$ cat src/rtl/lgn_image_loader_if.sv
// rtl/lgn_image_loader_if.sv - image-in / popcount-out handshake bundle for lgn_image_loader
interface lgn_image_loader_if #(
    parameter int INPUTS = 256,
    parameter int SUM_W  = 15
);
    logic              img_valid;
    logic              img_ready;
    logic [INPUTS-1:0] img_data;
    logic              res_valid;
    logic              res_ready;
    logic [SUM_W-1:0]  res_sum;
    logic              res_unstable;

    modport master (
        output img_valid, img_data, res_ready,
        input  img_ready, res_valid, res_sum, res_unstable
    );

    modport slave (
        input  img_valid, img_data, res_ready,
        output img_ready, res_valid, res_sum, res_unstable
    );
endinterface

$ cat src/rtl/lgn_image_loader.sv
// rtl/lgn_image_loader.sv - streams a binarised image MSB-byte-first into the LGN chip and returns its popcount
// Optional stable-sample verification is enabled by defining LGN_LOADER_STABLE_SAMPLE_EN.
module lgn_image_loader #(
    parameter int INPUTS        = 256,
    parameter int BYTE_W        = 8,
    parameter int SUM_W         = 15,
    parameter int SETTLE_CYCLES = 2
) (
    input  logic               clk,
    input  logic               rst,
    lgn_image_loader_if.slave  bus,
    output logic [BYTE_W-1:0]  pad_data,
    output logic               pad_load_n,
    input  logic [SUM_W-1:0]   pad_sum_in,
    output logic               busy
);

    localparam int NBYTES = INPUTS / BYTE_W;
    localparam int CNT_W  = $clog2(NBYTES + 1);
    localparam int SET_W  = $clog2(SETTLE_CYCLES + 1);

`ifdef LGN_LOADER_STABLE_SAMPLE_EN
    typedef enum logic [2:0] {IDLE, SHIFT, SETTLE, VERIFY, RESULT} state_t;
`else
    typedef enum logic [1:0] {IDLE, SHIFT, SETTLE, RESULT} state_t;
`endif

    state_t             state_q;
    logic [INPUTS-1:0]  buf_q;
    logic [CNT_W-1:0]   byte_cnt_q;
    logic [SET_W-1:0]   settle_cnt_q;
    logic [BYTE_W-1:0]  pad_data_q;
    logic               pad_load_n_q;
    logic               res_valid_q;
    logic [SUM_W-1:0]   res_sum_q;

`ifdef LGN_LOADER_STABLE_SAMPLE_EN
    logic [SUM_W-1:0]   sample_q;
    logic [3:0]         retry_q;
    logic               res_unstable_q;
`endif

    assign pad_data         = pad_data_q;
    assign pad_load_n       = pad_load_n_q;
    assign bus.res_valid    = res_valid_q;
    assign bus.res_sum      = res_sum_q;
    assign bus.img_ready    = (state_q == IDLE);
    assign busy             = (state_q != IDLE);
`ifdef LGN_LOADER_STABLE_SAMPLE_EN
    assign bus.res_unstable = res_unstable_q;
`else
    assign bus.res_unstable = 1'b0;
`endif

    always_ff @(posedge clk) begin
        if (rst) begin
            state_q      <= IDLE;
            buf_q        <= '0;
            byte_cnt_q   <= '0;
            settle_cnt_q <= '0;
            pad_data_q   <= '0;
            pad_load_n_q <= 1'b1;
            res_valid_q  <= 1'b0;
            res_sum_q    <= '0;
`ifdef LGN_LOADER_STABLE_SAMPLE_EN
            sample_q       <= '0;
            retry_q        <= '0;
            res_unstable_q <= 1'b0;
`endif
        end else begin
            case (state_q)
                IDLE: begin
                    if (bus.img_valid) begin
                        // Byte 0 goes out with the strobe; the buffer keeps the rest top-aligned.
                        pad_data_q   <= bus.img_data[INPUTS-1 -: BYTE_W];
                        buf_q        <= bus.img_data << BYTE_W;
                        pad_load_n_q <= 1'b0;
                        byte_cnt_q   <= CNT_W'(1);
                        state_q      <= SHIFT;
                    end
                end

                SHIFT: begin
                    if (byte_cnt_q == CNT_W'(NBYTES)) begin
                        pad_load_n_q <= 1'b1;
                        pad_data_q   <= '0;
                        byte_cnt_q   <= '0;
                        settle_cnt_q <= '0;
                        state_q      <= SETTLE;
                    end else begin
                        pad_data_q <= buf_q[INPUTS-1 -: BYTE_W];
                        buf_q      <= buf_q << BYTE_W;
                        byte_cnt_q <= byte_cnt_q + CNT_W'(1);
                    end
                end

                SETTLE: begin
                    if (settle_cnt_q == SET_W'(SETTLE_CYCLES - 1)) begin
`ifdef LGN_LOADER_STABLE_SAMPLE_EN
                        sample_q <= pad_sum_in;
                        retry_q  <= '0;
                        state_q  <= VERIFY;
`else
                        res_sum_q   <= pad_sum_in;
                        res_valid_q <= 1'b1;
                        state_q     <= RESULT;
`endif
                    end else begin
                        settle_cnt_q <= settle_cnt_q + SET_W'(1);
                    end
                end

`ifdef LGN_LOADER_STABLE_SAMPLE_EN
                VERIFY: begin
                    if (pad_sum_in == sample_q) begin
                        res_sum_q      <= sample_q;
                        res_valid_q    <= 1'b1;
                        res_unstable_q <= 1'b0;
                        state_q        <= RESULT;
                    end else if (retry_q == 4'd14) begin
                        // Fifteenth disagreement: give up and flag the latest sample.
                        res_sum_q      <= pad_sum_in;
                        res_valid_q    <= 1'b1;
                        res_unstable_q <= 1'b1;
                        retry_q        <= retry_q + 4'd1;
                        state_q        <= RESULT;
                    end else begin
                        sample_q <= pad_sum_in;
                        retry_q  <= retry_q + 4'd1;
                    end
                end
`endif

                RESULT: begin
                    if (bus.res_ready) begin
                        res_valid_q <= 1'b0;
                        state_q     <= IDLE;
                    end
                end

                default: state_q <= IDLE;
            endcase
        end
    end

endmodule

$ cat src/flat_wrapper.sv
// flat-port wrapper written by rule: the top's interface ports become plain ports
module lgn_image_loader_flat 
#(
    parameter int INPUTS        = 256,
    parameter int BYTE_W        = 8,
    parameter int SUM_W         = 15,
    parameter int SETTLE_CYCLES = 2
)
  (clk, rst, pad_data, pad_load_n, pad_sum_in, busy, bus_img_valid, bus_img_data, bus_res_ready, bus_img_ready, bus_res_valid, bus_res_sum, bus_res_unstable);
  lgn_image_loader_if #(.INPUTS(INPUTS), .SUM_W(SUM_W)) bus_i ();
  input  logic clk;
  input  logic rst;
  output logic [BYTE_W-1:0] pad_data;
  output logic pad_load_n;
  input  logic [SUM_W-1:0] pad_sum_in;
  output logic busy;
  input wire logic [$bits(bus_i.img_valid)-1:0] bus_img_valid;
  input wire logic [$bits(bus_i.img_data)-1:0] bus_img_data;
  input wire logic [$bits(bus_i.res_ready)-1:0] bus_res_ready;
  output wire logic [$bits(bus_i.img_ready)-1:0] bus_img_ready;
  output wire logic [$bits(bus_i.res_valid)-1:0] bus_res_valid;
  output wire logic [$bits(bus_i.res_sum)-1:0] bus_res_sum;
  output wire logic [$bits(bus_i.res_unstable)-1:0] bus_res_unstable;
  assign bus_i.img_valid = bus_img_valid;
  assign bus_i.img_data = bus_img_data;
  assign bus_i.res_ready = bus_res_ready;
  assign bus_img_ready = bus_i.img_ready;
  assign bus_res_valid = bus_i.res_valid;
  assign bus_res_sum = bus_i.res_sum;
  assign bus_res_unstable = bus_i.res_unstable;
  lgn_image_loader #(.INPUTS(INPUTS), .BYTE_W(BYTE_W), .SUM_W(SUM_W), .SETTLE_CYCLES(SETTLE_CYCLES)) u_core (.clk(clk), .rst(rst), .bus(bus_i), .pad_data(pad_data), .pad_load_n(pad_load_n), .pad_sum_in(pad_sum_in), .busy(busy));
endmodule
$ cat config.mk
export PLATFORM = sky130hd
export DESIGN_NAME = lgn_image_loader_flat
export DESIGN_NICKNAME = d
export VERILOG_FILES = /design/src/rtl/lgn_image_loader_if.sv /design/src/rtl/lgn_image_loader.sv /design/src/flat_wrapper.sv
export SDC_FILE = /design/constraint.sdc
export NUM_CORES = 1
export LEC_CHECK = 0
export BUFFER_PORTS_ARGS = -buffer_cell sky130_fd_sc_hd__clkbuf_2
export CAP_MARGIN = 20
export CORE_AREA = 10 10 172 174
export CTS_CLUSTER_DIAMETER = 80
export DETAILED_ROUTE_END_ITERATION = 7
export DIE_AREA = 0 0 182 184
export PLACE_DENSITY = 0.82
export SYNTH_ARGS = -nofsm -noshare
export SYNTH_HDL_FRONTEND = slang
export SYNTH_SLANG_ARGS = --single-unit
$ cat constraint.sdc
create_clock -name clk -period 4.5 [get_ports clk]
set_clock_uncertainty 0.2 [all_clocks]
set_input_delay 0 -clock clk [delete_from_list [all_inputs] [get_ports clk]]
set_output_delay 0 -clock clk [all_outputs]
set_load 0.05 [all_outputs]
==> flow_results.org, run 1 <==
** Placement
- Once detailed placement completed, the half-perimeter wirelength came to 23300 um.
- Routability Congestion :: 0.838
- Once placement finished, the instance area stood at 14400 um^2.
- During placement, the flow inserted port buffers numbering 301.
- Once placement completed, the tool counted placed cells totaling 1809.

** Yosys
- Counting every instance in the synthesized netlist gives 1278.
- Part of the Yosys area used for sequential elements :: 44.2%
- Most common flop cell mapped by yosys :: dfxtp_1
- Top cell type's share of synthesized area :: 44.2%
- Most used standard cells in the synthesized netlist :: dfxtp_1 (283), nor2_1 (254), mux2i_1 (241)
- Post-Synthesis Cell Area :: 12800 um^2
- Counting flops and latches in the post-synthesis netlist gives 283.
- Of all cell types, the one taking the most synthesized area is dfxtp_1.
- Synthesis instantiated 40 different standard cells from the library.
- Leading cell types by total area after synthesis :: dfxtp_1 (44%), mux2i_1 (19%), a211oi_2 (9.8%)
- When the netlist entered floorplanning its net count stood at 1560.
- During synthesis, Yosys emitted a total of 0 warnings.
- In the synthesized netlist the async set-or-reset flop fraction comes to 0%.
- Average size of a mapped cell :: 10.0 um^2
- Post-synth EDFFs :: 0
- Top-count cell post-synth :: dfxtp_1

** Floorplanning
- Vert. Die Dim :: 184 um
- Row Count :: 59
- For this design the top-level I/O count stands at 303.
- Starting density of the core :: 49.5%
- Measured along the x axis, the die boundary spans 182 um.

** Run status
- The run stopped with a tool error.
- The first error in the log reads "[ERROR RSZ-0060] Max buffer count reached".
- Stop stage :: clock tree synthesis

** Clock tree
- Buffers inserted to repair hold after CTS numbered 373.
- Counting along the longest clock path gives a buffer depth of 3.
- Setup repair bufs after CTS :: 0
- CTS built an H-tree with a depth of 1.
- The tree is rooted in a clkbuf_16.
- In this run, CTS created clock tree buffers numbering 30.
- CTS sink cnt :: 283
- Resized Gates After CTS :: 0
[logic make-up after synthesis]
group	count (synthesis)	synth area share [%]
and+or+nand+nor	320	9.81
other	1	0.0292
adders and majority gates	7	0.683
xor gates and xnor gates	3	0.205
AOI/OAI and AO/OA	292	20.8
muxes	243	19.0
buffers and inverters	129	5.27
DFF	283	44.2
[stage by stage]
stage	utilization (%)	setup slack, ns
after detailed placement	55.4	1.41
after floorplan	-	2.06
after global placement	55.4	1.51
==> inputs of run 2 (changes only) <==
--- a/config.mk
+++ b/config.mk
@@ -7,11 +7,10 @@
 export LEC_CHECK = 0
 export BUFFER_PORTS_ARGS = -buffer_cell sky130_fd_sc_hd__clkbuf_2
 export CAP_MARGIN = 20
-export CORE_AREA = 10 10 172 174
-export CTS_CLUSTER_DIAMETER = 80
+export CORE_AREA = 10 10 203 205
 export DETAILED_ROUTE_END_ITERATION = 7
-export DIE_AREA = 0 0 182 184
-export PLACE_DENSITY = 0.82
+export DIE_AREA = 0 0 213 215
+export PLACE_DENSITY_LB_ADDON = 0.15
 export SYNTH_ARGS = -nofsm -noshare
 export SYNTH_HDL_FRONTEND = slang
 export SYNTH_SLANG_ARGS = --single-unit
==> flow_results.org, run 2 <==
** Critical path
- Worst path max stage delay :: 0.59 ns
- The worst setup path is launched from a flip-flop.
- The worst register-to-register path ends at u_core.buf_q[224].
- Category of the most critical setup path :: reg2reg
- Cell breakdown of the critical path :: inv_1 > ha_1 > mux2i_2 > buf_4 > a31oi_4 > buf_12 > nor2_1 > a211oi_2 > dlygate4sd3_1
- In this run the critical register-to-register path is launched from u_core.state_q[0].
- The worst register-to-register path has a depth of 9.
- In this run the register-to-register setup slack is 1.04 ns.
- The slowest stage of the critical path belongs to the cell dlygate4sd3_1.
- Arr. time, crit path :: 3.70 ns
- Required time worst endpoint :: 4.74 ns
- Maximum fanout encountered on the critical timing path :: 118
- STA classifies the critical path endpoint as a flip-flop.

** Detailed routing
- First-pass iteration count of the detailed router :: 5
- Number of vias after detailed routing :: 11317
- The detail route stage leaves a number of antenna-violating nets equal to 0.
- In the final routed layout, each cell accounts on average for 16.6 um.
- Summed over all layers, the routed wires come to 39400 um.
- After detailed routing, the number of remaining DRC violations is 0.
- Starting DRT DRC Count :: 584
- In the routed layout, each cell is associated on average with a via count of 4.78.

** Pwr
- Combinational group share of total power :: 41.3%
- Clock share of power :: 24.7%
- Total internal power :: 7.34 mW
- The design draws 11.5 mW.
- Of the total power, registers draw 34.0%.
- Switching power share of the total :: 36.2%
- Leakage Power :: 7.86 nW
- The worst-case IR drop observed on VDD is 0.000490 V.
- Sw power :: 4.16 mW
- In this run the power density over the cells is 598 nW/um^2.

** Yosys
- The proportion of synthesized area in mux cells came to 19.0% (unchanged).
- Async set-or-reset flop fraction in the synthesized netlist :: 0% (unchanged)
- The cell area after synthesis was 12800 um^2 (unchanged).
- The number of register bits inferred by synthesis is 283 (unchanged).
- Number of nets produced by synthesis :: 1560 (unchanged)
- Main combinational cell family by area after synthesis :: compound AO/OA/AOI/OAI gates (unchanged)
- The mean cell area of the mapped netlist is 10.0 um^2 (unchanged).
- Leading cell types by total area after synthesis: dfxtp_1 (44%), mux2i_1 (19%), a211oi_2 (9.8%) (unchanged).
- Synthesized-area fraction occupied by ao, oa, aoi and oai cells :: 20.8% (unchanged)
- Top cell type's share of synthesized area :: 44.2% (unchanged)
- Most common flop cell mapped by yosys :: dfxtp_1 (unchanged)
- The number of synthesized flops with an enable pin was 0 (unchanged).
- The cell taking the most area after synthesis is dfxtp_1 (unchanged).
- Fraction of the mapped netlist area in simple logic gates :: 9.81% (unchanged)
- Distinct cell type count of the synthesized netlist :: 40 (unchanged)
- The post-synthesis xor/xnor area fraction is 0.205% (unchanged).
- The instance count of the mapped netlist was 1278 (unchanged).
- Most used standard cells in the synthesized netlist: dfxtp_1 (283), nor2_1 (254), mux2i_1 (241) (unchanged).
- The most frequently used cell type in the post-synthesis netlist is dfxtp_1 (unchanged).
- Synthesized-area fraction occupied by adder cells :: 0.683% (unchanged)
- Part of the Yosys area used for sequential elements :: 44.2% (unchanged)
- Yosys warning total :: 0 (unchanged)

** Final layout
- Of the cells placed in the final design, the portion with a size suffix greater than 1 is 25.1%.
- Core utilization of the finished layout :: 51.7%
- Flip-flop count of the largest register, all copies and words added :: 248
- The top cell types in the final layout, fill and taps aside, are dlygate4sd3_1 (360), clkbuf_2 (300), dfxtp_1 (283).
- Area grow syn2layout :: 50.1%
- Net count of the finished layout :: 2149
- Largest reg by FF count :: u_core.buf_q
- Most common cell after layout, fill and taps aside :: dlygate4sd3_1
- Once layout is complete, the cells apart from fillers number 2369.

** Global routing
- The first global-routing pass estimated 63700 um of wire.
- The initial antenna violation count came to 3.
- Total routing resource utilization after global routing :: 16.8%
- The via count of the first global-routing pass came to 11923.
- Maximum number of pins on one net before global-route repair :: 136
- GR Overflow Total :: 0

** Clock tree
- Clk buf depth :: 3 (unchanged)
- The H-tree depth came to 2 (was 1).
- The clock net sink count was 283 (unchanged).
- The buffer cell driving the clock tree root is clkbuf_16 (unchanged).
- At the later pin of the worst-skew pair, clock insertion delay measures 0.50 ns.
- TritonCTS built the clock tree.
- The number of buffers created by CTS was 34 (was 30).
- After clock tree synthesis, the clock-pin slew on the worst setup and hold paths is 0.06 ns.
- The number of setup buffers added after CTS is 0 (unchanged).

** Floorplanning
- Width of the chip :: 213 um (was 182 um)
- The die height came to 215 um (was 184 um).
- The die covers 45800 um^2.
- The row count is 71 (was 59).
- In this run the standard cell core region covers 37200 um^2.
- The initial core utilization came to 34.4% (was 49.5%).
- The I/O pin count was 303 (unchanged).

** STA
- Summed over all failing endpoints, the final setup total negative slack is 0 ns.
- The final number of max-transition violations came to 0.
- Static timing analysis puts the maximum clock frequency at 0.289 GHz.
- The worst pin sits at a relative slew slack of 29.8%.
- Number of hold violations in the final report :: 0
- Number of endpoints failing setup at the final stage :: 0
- The smallest clock period supported by the final layout is computed as 3.46 ns.
- The final critical path takes up 77.0% of the cycle.
- Worst slew pin tran :: 1.05 ns
- Setup repair after global routing missed its margin :: false
- Final hold analysis gives a worst-case slack of 0.0414 ns.

** Worst hold path
- The worst hold path passes through 3 cells.
- The tightest min-delay check is of the in2reg type.
- The path with the worst hold slack has its endpoint at u_core.buf_q[15].
- Launch point of the worst hold path :: bus_img_data[7]

** Placement
- Count of input and output buffers :: 301 (unchanged)
- The final weighted congestion of routability-driven global placement came to 0.721 (was 0.838).
- The detailed placement HPWL was 24100 um (was 23300 um).
- Placed cell count :: 1945 (was 1809)

** Run
- The tool flagged a number of max-cap violations equal to 0.

** Run status
- Run status: complete, no violations (was stopped before the end).
[run 2: cells by family (layout without fill, tap and decap cells)]
group	Yosys count	in the layout
buf+inv	129	743
mux	243	243
compound gates	292	292
flops	283	283
simple gates	320	320
fa+ha+maj	7	7
xor+xnor	3	3
other cells	1	4
[run 2: power by group through the flow]
stage	registers (mW)	logic, mW	clock network, mW
3_3_place_gp	3.95	4.18	0
4_1_cts	3.91	4.77	2.93
3_5_place_dp	3.96	4.25	0
6_report	3.91	4.75	2.84
2_1_floorplan	3.91	3.57	0
5_1_grt	4.02	5.26	3.02
[run 2: routing by layer]
metal | GRT usage, % | part of all wire, %
met4 | 5.14 | 2.6
met5 | 0 | 0
met1 | 21.2 | 44
met2 | 27.8 | 48
met3 | 4.02 | 5.4
[run 2: worst max path at each step]
| stage | start | to | slack (ns) | cells past startpoint |
|---|---|---|---|---|
| 6_report | u_core.state_q[0] | u_core.buf_q[224] | 1.04 | 9 |
| 4_1_cts | u_core.state_q[1] | u_core.buf_q[176] | 1.05 | 7 |
| 5_1_grt | u_core.state_q[0] | u_core.buf_q[223] | 0.82 | 9 |
| 3_5_place_dp | u_core.state_q[0] | u_core.buf_q[193] | 1.59 | 8 |
| 3_3_place_gp | u_core.state_q[1] | u_core.buf_q[201] | 1.63 | 6 |
| 2_1_floorplan | u_core.state_q[0] | u_core.buf_q[151] | 2.06 | 9 |
[run 2: critical path: cells and delay by family (launching register included)]
kind            cells  cell delay [ns]
fa+ha+maj           1             0.32
compound gates      2             0.68
buf+inv             4             1.41
mux                 1             0.19
flops               1             0.42
simple gates        1             0.11
[run 2: final cells by class]
class | instances | area (um^2)
sequential | 283 | 5670
clock inverter | 8 | 90.1
timing repair buffer | 673 | 5290
antenna | 3 | 7.51
tap | 474 | 593
fill | 3340 | 18000
multi-input combinational | 866 | 6490
clock buffer | 53 | 1080
inverter | 9 | 33.8
[run 2: metrics by stage]
| step | cell area, um^2 | setup WS, ns |
|---|---|---|
| final | 19200 | 1.04 |
| after CTS | 19200 | 1.05 |
| after floorplan | 12800 | 2.06 |
| after global routing | 19200 | 0.821 |
| after detailed placement | 14500 | 1.59 |
| after global placement | 14500 | 1.63 |
[run 2: timing repair]
action / CTS / global route
hold buffers: 360 / 0
endpoints found under the setup margin: 0 / 0
resized for setup: 0 / 0
hold endpoints to repair: 280 / 0
(Power assumes the default switching activity.)
==> inputs of run 3 (changes only) <==
--- a/config.mk
+++ b/config.mk
@@ -5,11 +5,12 @@
 export SDC_FILE = /design/constraint.sdc
 export NUM_CORES = 1
 export LEC_CHECK = 0
+export ABC_AREA = 1
 export BUFFER_PORTS_ARGS = -buffer_cell sky130_fd_sc_hd__clkbuf_2
 export CAP_MARGIN = 20
-export CORE_AREA = 10 10 203 205
+export CORE_AREA = 10 10 205 207
 export DETAILED_ROUTE_END_ITERATION = 7
-export DIE_AREA = 0 0 213 215
+export DIE_AREA = 0 0 215 217
 export PLACE_DENSITY_LB_ADDON = 0.15
 export SYNTH_ARGS = -nofsm -noshare
 export SYNTH_HDL_FRONTEND = slang
==> constraint.sdc (replaced) <==
create_clock -name clk -period 2.9 [get_ports clk]
set_clock_uncertainty 0.2 [all_clocks]
set_input_delay 0 -clock clk [delete_from_list [all_inputs] [get_ports clk]]
set_output_delay 0 -clock clk [all_outputs]
set_load 0.05 [all_outputs]
==> flow_results.org, run 3 <==
** Global routing
- Total routing resource utilization after global routing :: 19.0% (was 16.8%)
- The global-route wire length before repair is 73700 um (was 63700 um).
- The global-route congestion overflow total came to 0 (unchanged).
- Maximum number of pins on one net before global-route repair :: 147 (was 136)
- The via count of the first global-routing pass is 14320 (was 11923).
- The initial antenna violation count was 6 (was 3).

** Floorplanning
- Count of boundary I/O pins :: 303 (unchanged)
- The die area is 46700 um^2 (was 45800 um^2).
- The initial core utilization came to 34.5% (was 34.4%).
- Vert. Die Dim :: 217 um (was 215 um)
- The floorplan core area is 38100 um^2 (was 37200 um^2).
- The horizontal die dimension is 215 um (was 213 um).
- The row count was 72 (was 71).

** Final layout
- Storage cell area :: 5670 um^2 (unchanged)
- Area grow syn2layout :: 44.2% (was 50.1%)
- Combined area of the multi-input logic cells :: 6600 um^2 (was 6490 um^2)
- The final standard cell utilization of the core came to 49.7% (was 51.7%).
- Largest reg by FF count :: u_core.buf_q (unchanged)
- The fraction of final layout cells with drive strength greater than 1 came to 15.1% (was 25.1%).
- The number of nets at the end of the flow is 2860 (was 2149).
- Most frequent cells in the layout :: nand2_1 (780), nor2_1 (527), clkbuf_2 (301) (was dlygate4sd3_1 (360), clkbuf_2 (300), dfxtp_1 (283))
- The number of inserted filler cells in the final layout was 3805 (was 3340).
- The number of flip-flops in the largest register is 248 (unchanged).
- Number of standard cells in the final layout excluding fillers :: 3127 (was 2369)
- Most common cell after layout, fill and taps aside :: nand2_1 (was dlygate4sd3_1)

** Run status
- Run status :: complete, no violations (unchanged)

** Critical path
- The first element of the critical path is u_core.state_q[0] (unchanged).
- The worst path arrival time came to 2.91 ns (was 3.70 ns).
- The kind of capture point of the worst setup path was a flip-flop (unchanged).
- The data required time at the worst endpoint is 3.17 ns (was 4.74 ns).
- Worst R2R End :: u_core.buf_q[12] (was u_core.buf_q[224])
- Maximum fanout encountered on the critical timing path :: 8 (was 118)
- R2r worst-path depth :: 12 (was 9)
- Critical Path Start Type :: flip-flop (unchanged)
- Category of the most critical setup path :: reg2reg (unchanged)
- Flop2flop setup slack :: 0.25 ns (was 1.04 ns)
- Reg-to-Reg Start :: u_core.state_q[0] (unchanged)
- Destination of the critical timing path :: u_core.buf_q[12] (was u_core.buf_q[224])

** Yosys
- Yosys warning total :: 0 (unchanged)
- #FFs+latches synth :: 283 (unchanged)
- The share of async-settable or async-resettable flops after synthesis is 0% (unchanged).
- Post-synth EDFFs :: 0 (unchanged)
- Top cell type's share of synthesized area :: 43.1% (was 44.2%)
- Distinct cell type count of the synthesized netlist :: 25 (was 40)
- The net count after synthesis came to 2358 (was 1560).
- The cell area after synthesis is 13100 um^2 (was 12800 um^2).
- Most common flop cell mapped by yosys :: dfxtp_1 (unchanged)
- The cell taking the most area after synthesis was dfxtp_1 (unchanged).
- The mean cell area of the mapped netlist was 6.33 um^2 (was 10.0 um^2).
- Leading cell types by total area after synthesis: dfxtp_1 (43%), nand2_1 (22%), nor2_1 (15%) (was dfxtp_1 (44%), mux2i_1 (19%), a211oi_2 (9.8%)).
- Most used standard cells in the synthesized netlist: nand2_1 (781), nor2_1 (527), dfxtp_1 (283) (was dfxtp_1 (283), nor2_1 (254), mux2i_1 (241)).
- The sequential-to-total area share from yosys stat was 43.1% (was 44.2%).
- Gate count after technology mapping :: 2076 (was 1278)
- Top-count cell post-synth :: nand2_1 (was dfxtp_1)

** STA
- Setup repair after global routing missed its margin :: false (unchanged)
- The highest clock rate came to 0.377 GHz (was 0.289 GHz).
- Remaining max-slew budget at the tightest pin :: 40.9% (was 29.8%)
- Worst slew pin tran :: 0.886 ns (was 1.05 ns)
- Number of hold violations in the final report :: 0 (unchanged)
- The final number of max-transition violations was 0 (unchanged).
- The post-layout minimum cycle time came to 2.65 ns (was 3.46 ns).
- The final worst-path cycle share is 91.3% (was 77.0%).
- The number of setup violations in the final report was 0 (unchanged).
- The worst hold margin came to 0.0805 ns (was 0.0414 ns).
- Total Negative Setup Slacks :: 0 ns (unchanged)

** Detailed routing
- Via density per instance :: 4.59 (was 4.78)
- Number of vias after detailed routing :: 14344 (was 11317)
- Drt wl/cell :: 14.6 um (was 16.6 um)
- The number of detailed-route iterations in the first pass was 7 (was 5).
- Detailed Route WL :: 45700 um (was 39400 um)
- Starting DRT DRC Count :: 992 (was 584)
- The DRC violations left was 0 (unchanged).
- The post-route antenna net violation count came to 0 (unchanged).

** Pwr
- Leakage Power :: 9.20 nW (was 7.86 nW)
- The total power per unit cell area came to 958 nW/um^2 (was 598 nW/um^2).
- The sequential fraction of design power came to 33.0% (was 34.0%).
- The internal power of the cells is 10.6 mW (was 7.34 mW).
- The maximum VDD drop is 0.000450 V (was 0.000490 V).
- Clock share of power :: 25.1% (was 24.7%)
- The switching power of the nets came to 7.50 mW (was 4.16 mW).
- The fraction of power spent switching nets came to 41.3% (was 36.2%).
- The combinational group share of total power is 41.9% (was 41.3%).

** Clock tree
- The clock insertion delay at the later pin of the skew report came to 0.53 ns (was 0.50 ns).
- The H-tree depth came to 2 (unchanged).
- Clk slew on worst S/H paths :: 0.06 ns (about the same)
- Clock tree root buffer cell :: clkbuf_16 (unchanged)
- CTS sink cnt :: 283 (unchanged)
- Number of buffers inserted during clock tree synthesis :: 36 (was 34)
- Clk buf depth :: 3 (unchanged)
- Clock tree from TritonCTS :: yes (unchanged)

** Placement
- The total instance count after detailed placement came to 2772 (was 1945).
- The detailed placement HPWL came to 27900 um (was 24100 um).
- The final weighted congestion of routability-driven global placement is 0.814 (was 0.721).
- Count of input and output buffers :: 301 (unchanged)

** Worst hold path
- The type of the tightest min-delay check is in2reg (unchanged).

** Run
- Max-cap viol count :: 0 (unchanged)
run 3: critical path, cell delays in order (launching register included):
cell           delay [ns]
dfxtp_1              0.40
inv_1                0.10
ha_1                 0.26
inv_2                0.08
nand2_1              0.06
nand2_2              0.18
buf_4                0.20
nand2_1              0.09
clkinvlp_4           0.14
buf_12               0.12
nand2_1              0.05
a21oi_1              0.13
dlygate4sd3_1        0.56
run 3: logic make-up (layout without fill, tap and decap cells):
logic type	after synthesis	after routing	share of synthesized area [%]
simple gates	1320	1320	38.0
other cells	1	6	0.0286
fa+ha+maj	7	7	0.667
flops	283	283	43.1
xor+xnor	1	1	0.0667
compound gates	293	293	11.2
buf+inv	171	699	6.86
run 3: power groups by stage:
stage / clock, mW / combinational [mW] / sequential (mW)
finish: 4.56 / 7.59 / 5.99
global route: 4.85 / 8.70 / 6.15
CTS: 4.71 / 7.59 / 5.98
detailed placement: 0 / 7.22 / 6.05
global placement: 0 / 7.15 / 6.01
floorplan: 0 / 5.54 / 6.07
run 3: cell type report:
cell class | count | share of cell area (%)
multi-input cells | 1622 | 34.8
flip-flops and latches | 283 | 29.9
inverters | 28 | 0.641
clock buffers | 49 | 5.55
well taps | 518 | 3.42
repair buffers | 607 | 24.8
diodes | 5 | 0.0660
clock inverters | 15 | 0.832
run 3: timing repair:
item                                   CTS  global route
setup buffers                            0             1
setup endpoints to repair                0            10
hold buffers                           285             0
gates resized for setup                  0             2
endpoints found under the hold margin  280             0
run 3: per-layer routing:
layer	wire [um]	track usage, %	up-vias
li1	-	-	7431
met1	20600	24.1	6428
met2	21200	31.1	378
met3	2200	3.41	105
met4	1630	8.12	2
met5	13	0	-
run 3: how the worst min path moves through the flow:
stage,startpoint,endpoint,slack [ns],cells past startpoint
2_1_floorplan,bus_img_data[2],u_core.buf_q[10],-0.05,2
3_3_place_gp,bus_img_data[6],u_core.buf_q[14],0.04,3
3_5_place_dp,bus_img_data[6],u_core.buf_q[14],0.04,3
4_1_cts,pad_sum_in[14],u_core.bus.res_sum[14],0.05,4
5_1_grt,pad_sum_in[3],u_core.bus.res_sum[3],0.08,4
6_report,pad_sum_in[14],u_core.bus.res_sum[14],0.08,4
run 3: metrics by stage:
stage	cell area (um^2)	setup slack (ns)	power, mW
2_1_floorplan	13100	0.599	11.6
3_3_place_gp	14800	0.342	13.2
3_5_place_dp	14800	0.343	13.3
4_1_cts	18900	0.0601	18.3
5_1_grt	18900	0.0202	19.7
6_report	18900	0.251	18.1
==> inputs of run 4 (changes only) <==
--- a/config.mk
+++ b/config.mk
@@ -8,9 +8,10 @@
 export ABC_AREA = 1
 export BUFFER_PORTS_ARGS = -buffer_cell sky130_fd_sc_hd__clkbuf_2
 export CAP_MARGIN = 20
-export CORE_AREA = 10 10 205 207
+export CORE_AREA = 10 10 175 177
 export DETAILED_ROUTE_END_ITERATION = 7
-export DIE_AREA = 0 0 215 217
+export DIE_AREA = 0 0 185 187
+export MAX_ROUTING_LAYER = met4
 export PLACE_DENSITY_LB_ADDON = 0.15
 export SYNTH_ARGS = -nofsm -noshare
 export SYNTH_HDL_FRONTEND = slang
==> flow_results.org, run 4 (synthesized netlist as in run 3, its figures left out) <==
** Clock tree
- The clock insertion delay at the later pin of the skew report is 0.54 ns (was 0.53 ns).
- The clock net sink count came to 283 (unchanged).
- The clock edge transition at the registers on the reported setup and hold paths was 0.06 ns (about the same).
- The worst-case clock buffer depth is 3 (unchanged).
- The buffer cell driving the clock tree root is clkbuf_16 (unchanged).
- Number of buffers inserted during clock tree synthesis :: 30 (was 36)
- H-tree depth :: 1 (was 2)
- Clock tree from TritonCTS :: yes (unchanged)

** Final layout
- The sequential cell area is 5670 um^2 (unchanged).
- Most common cell after layout, fill and taps aside :: nand2_1 (unchanged)
- The area of the multi-input gates was 6620 um^2 (was 6600 um^2).
- Fraction of layout instances using a drive strength above 1 :: 14.8% (was 15.1%)
- The number of nets at the end of the flow was 2862 (was 2860).
- Most frequent cells in the layout: nand2_1 (779), nor2_1 (527), clkbuf_2 (301) (was nand2_1 (780), nor2_1 (527), clkbuf_2 (301)).
- The final non-filler cell area came to 18600 um^2 (was 18900 um^2).
- The final standard cell utilization of the core came to 68.2% (was 49.7%).
- The number of flip-flops in the largest register came to 248 (unchanged).
- Largest reg by FF count :: u_core.buf_q (unchanged)
- The area growth from synthesis to layout came to 41.8% (was 44.2%).
- The number of inserted filler cells in the final layout is 2321 (was 3805).

** STA
- The post-route setup TNS was 0 ns (unchanged).
- The number of endpoints with negative hold slack in the final report was 0 (unchanged).
- The post-layout minimum cycle time came to 2.70 ns (was 2.65 ns).
- The worst hold margin was 0.0610 ns (was 0.0805 ns).
- Worst slew pin tran :: 0.627 ns (was 0.886 ns)
- The worst slew slack as a fraction of its limit is 58.2% (was 40.9%).
- The highest clock rate came to 0.371 GHz (was 0.377 GHz).
- The final worst-path cycle share was 93.0% (was 91.3%).
- Setup repair after global routing missed its margin :: false (unchanged)
- Post-route worst setup slack :: 0.202 ns (was 0.251 ns)
- The number of setup violations in the final report came to 0 (unchanged).
- Pins over their slew limit :: 0 (unchanged)

** Floorplanning
- Width of the chip :: 185 um (was 215 um)
- The initial core utilization is 48.1% (was 34.5%).
- The die height was 187 um (was 217 um).
- Placeable core region :: 27300 um^2 (was 38100 um^2)
- The I/O pin count came to 303 (unchanged).
- The die area was 34600 um^2 (was 46700 um^2).
- Row Count :: 61 (was 72)

** Global routing
- The global-route wire length before repair came to 71700 um (was 73700 um).
- The via count of the first global-routing pass came to 14450 (was 14320).
- Maximum number of pins on one net before global-route repair :: 143 (was 147)
- GR Overflow Total :: 0 (unchanged)
- Number of antenna violations at the first check in global routing :: 8 (was 6)
- The combined global-route utilization of all metal layers is 25.2% (was 19.0%).

** Critical path
- The data required time at the worst endpoint was 3.18 ns (was 3.17 ns).
- Cell with the biggest individual delay on the critical path :: dlygate4sd3_1 (unchanged)
- The kind of capture point of the worst setup path was a flip-flop (unchanged).
- The launch instance of the worst register-to-register path is u_core.state_q[0] (unchanged).
- Critical Path Source :: u_core.state_q[0] (unchanged)
- Critical Path Start Type :: flip-flop (unchanged)
- The maximum single-stage delay on the critical path came to 0.60 ns (was 0.56 ns).
- Kind of cell adding the most delay to the critical path :: buffers and inverters (unchanged)
- The worst path arrival time is 2.98 ns (was 2.91 ns).
- Cell repeated most along the worst path :: nand2_1 (unchanged)
- Maximum fanout encountered on the critical timing path :: 11 (was 8)
- Cell breakdown of the critical path :: inv_1 > ha_1 > inv_2 > nand2_1 > nand2_4 > buf_4 > nand2_1 > clkinvlp_4 > buf_12 > nand2_1 > a21oi_1 > dlygate4sd3_1 (was inv_1 > ha_1 > inv_2 > nand2_1 > nand2_2 > buf_4 > nand2_1 > clkinvlp_4 > buf_12 > nand2_1 > a21oi_1 > dlygate4sd3_1)
- The worst setup path category was reg2reg (unchanged).
- The sum of buffers and inverters on the critical path is 6 (unchanged).

** Detailed routing
- The final wirelength came to 44900 um (was 45700 um).
- The DRC violations left came to 0 (unchanged).
- Final antenna-violating net count :: 0 (unchanged)
- Number of vias after detailed routing :: 14895 (was 14344)
- Via density per instance :: 5.04 (was 4.59)
- The number of detailed-route iterations in the first pass came to 7 (unchanged).
- Starting DRT DRC Count :: 1126 (was 992)
- The routed wire length per instance came to 15.2 um (was 14.6 um).

** Worst hold path
- The type of the tightest min-delay check is in2reg (unchanged).
- The launch instance of the worst min-delay path was pad_sum_in[11] (was pad_sum_in[14]).

** Pwr
- The total power per unit cell area was 948 nW/um^2 (was 958 nW/um^2).
- Leakage Power :: 9.15 nW (was 9.20 nW)
- The maximum VDD drop was 0.000615 V (was 0.000450 V).

** Placement
- Placed Instance Area :: 14700 um^2 (was 14800 um^2)
- Setup slack at placement :: 0.452 ns (was 0.343 ns)
- Count of input and output buffers :: 301 (unchanged)
- Half-perimeter wire length of the detailed placement result :: 24700 um (was 27900 um)
- Routability Congestion :: 0.816 (was 0.814)

** Run status
- Run status: complete, no violations (unchanged).

** Run
- The number of max-capacitance violations reported was 0 (unchanged).
## run 4: cell types whose count changed in the layout (fill, tap and decap cells not counted), moves of 2 or more
| cell | change |
|---|---|
| diode_2 | +3 |
| clkbuf_16 | -6 |
| buf_4 | +7 |
| clkbuf_1 | +6 |
| nand2_4 | +2 |
| clkinvlp_4 | -3 |
| clkinv_2 | -8 |
| clkbuf_8 | +2 |
## run 4: tightest hold or removal path: cells and delay by family
kind,cells,cell delay [ns]
buffers and inverters,2,0.62
AOI/OAI and AO/OA,1,0.07
and+or+nand+nor,1,0.07
## run 4: final timing paths
check                                end  slack (ns)  cells past startpoint
setup / recovery        u_core.buf_q[14]        0.20                     12
hold / removal    u_core.bus.res_sum[11]        0.06                      4
setup reg to reg        u_core.buf_q[14]        0.20                     12
hold reg to reg   u_core.settle_cnt_q[1]        0.26                      2
## run 4: metal layers
layer,vias up,global-route usage [%],part of all wire [%]
met5,-,-,0
met2,563,40.5,48
met4,0,11.3,4.5
met1,6736,29.8,40
met3,154,4.90,6.7
li1,7442,-,-
## run 4: report_power, final
part / total, mW / switching (mW) / internal (mW) / leakage (nW)
registers: 6.00 / 0.708 / 5.29 / 2.34
clock network: 3.93 / 1.55 / 2.38 / 0.498
logic: 7.72 / 5.07 / 2.65 / 6.31
## run 4: metrics by stage
| stage | std cells | total power, mW |
|---|---|---|
| after detailed placement | 2607 | 13.2 |
| after global placement | 2607 | 13.0 |
| after CTS | 2946 | 17.5 |
| after global routing | 2956 | 19.1 |
| after floorplan | 2076 | 11.6 |
| final | 2956 | 17.6 |
## run 4: area by class of cell
type | instances | share of cell area, %
tap | 346 | 2.32
sequential | 283 | 30.4
clock buffer | 51 | 5.11
antenna | 8 | 0.107
inverter | 28 | 0.652
multi-input combinational | 1623 | 35.5
timing repair buffer | 614 | 25.5
clock inverter | 3 | 0.349
## run 4: timing repair
action                                  4_1_cts  5_1_grt
endpoints found under the setup margin        0       10
hold endpoints to repair                    279        0
hold buffers                                285        0
buffers inserted                              0        1
resized for setup                             0        6
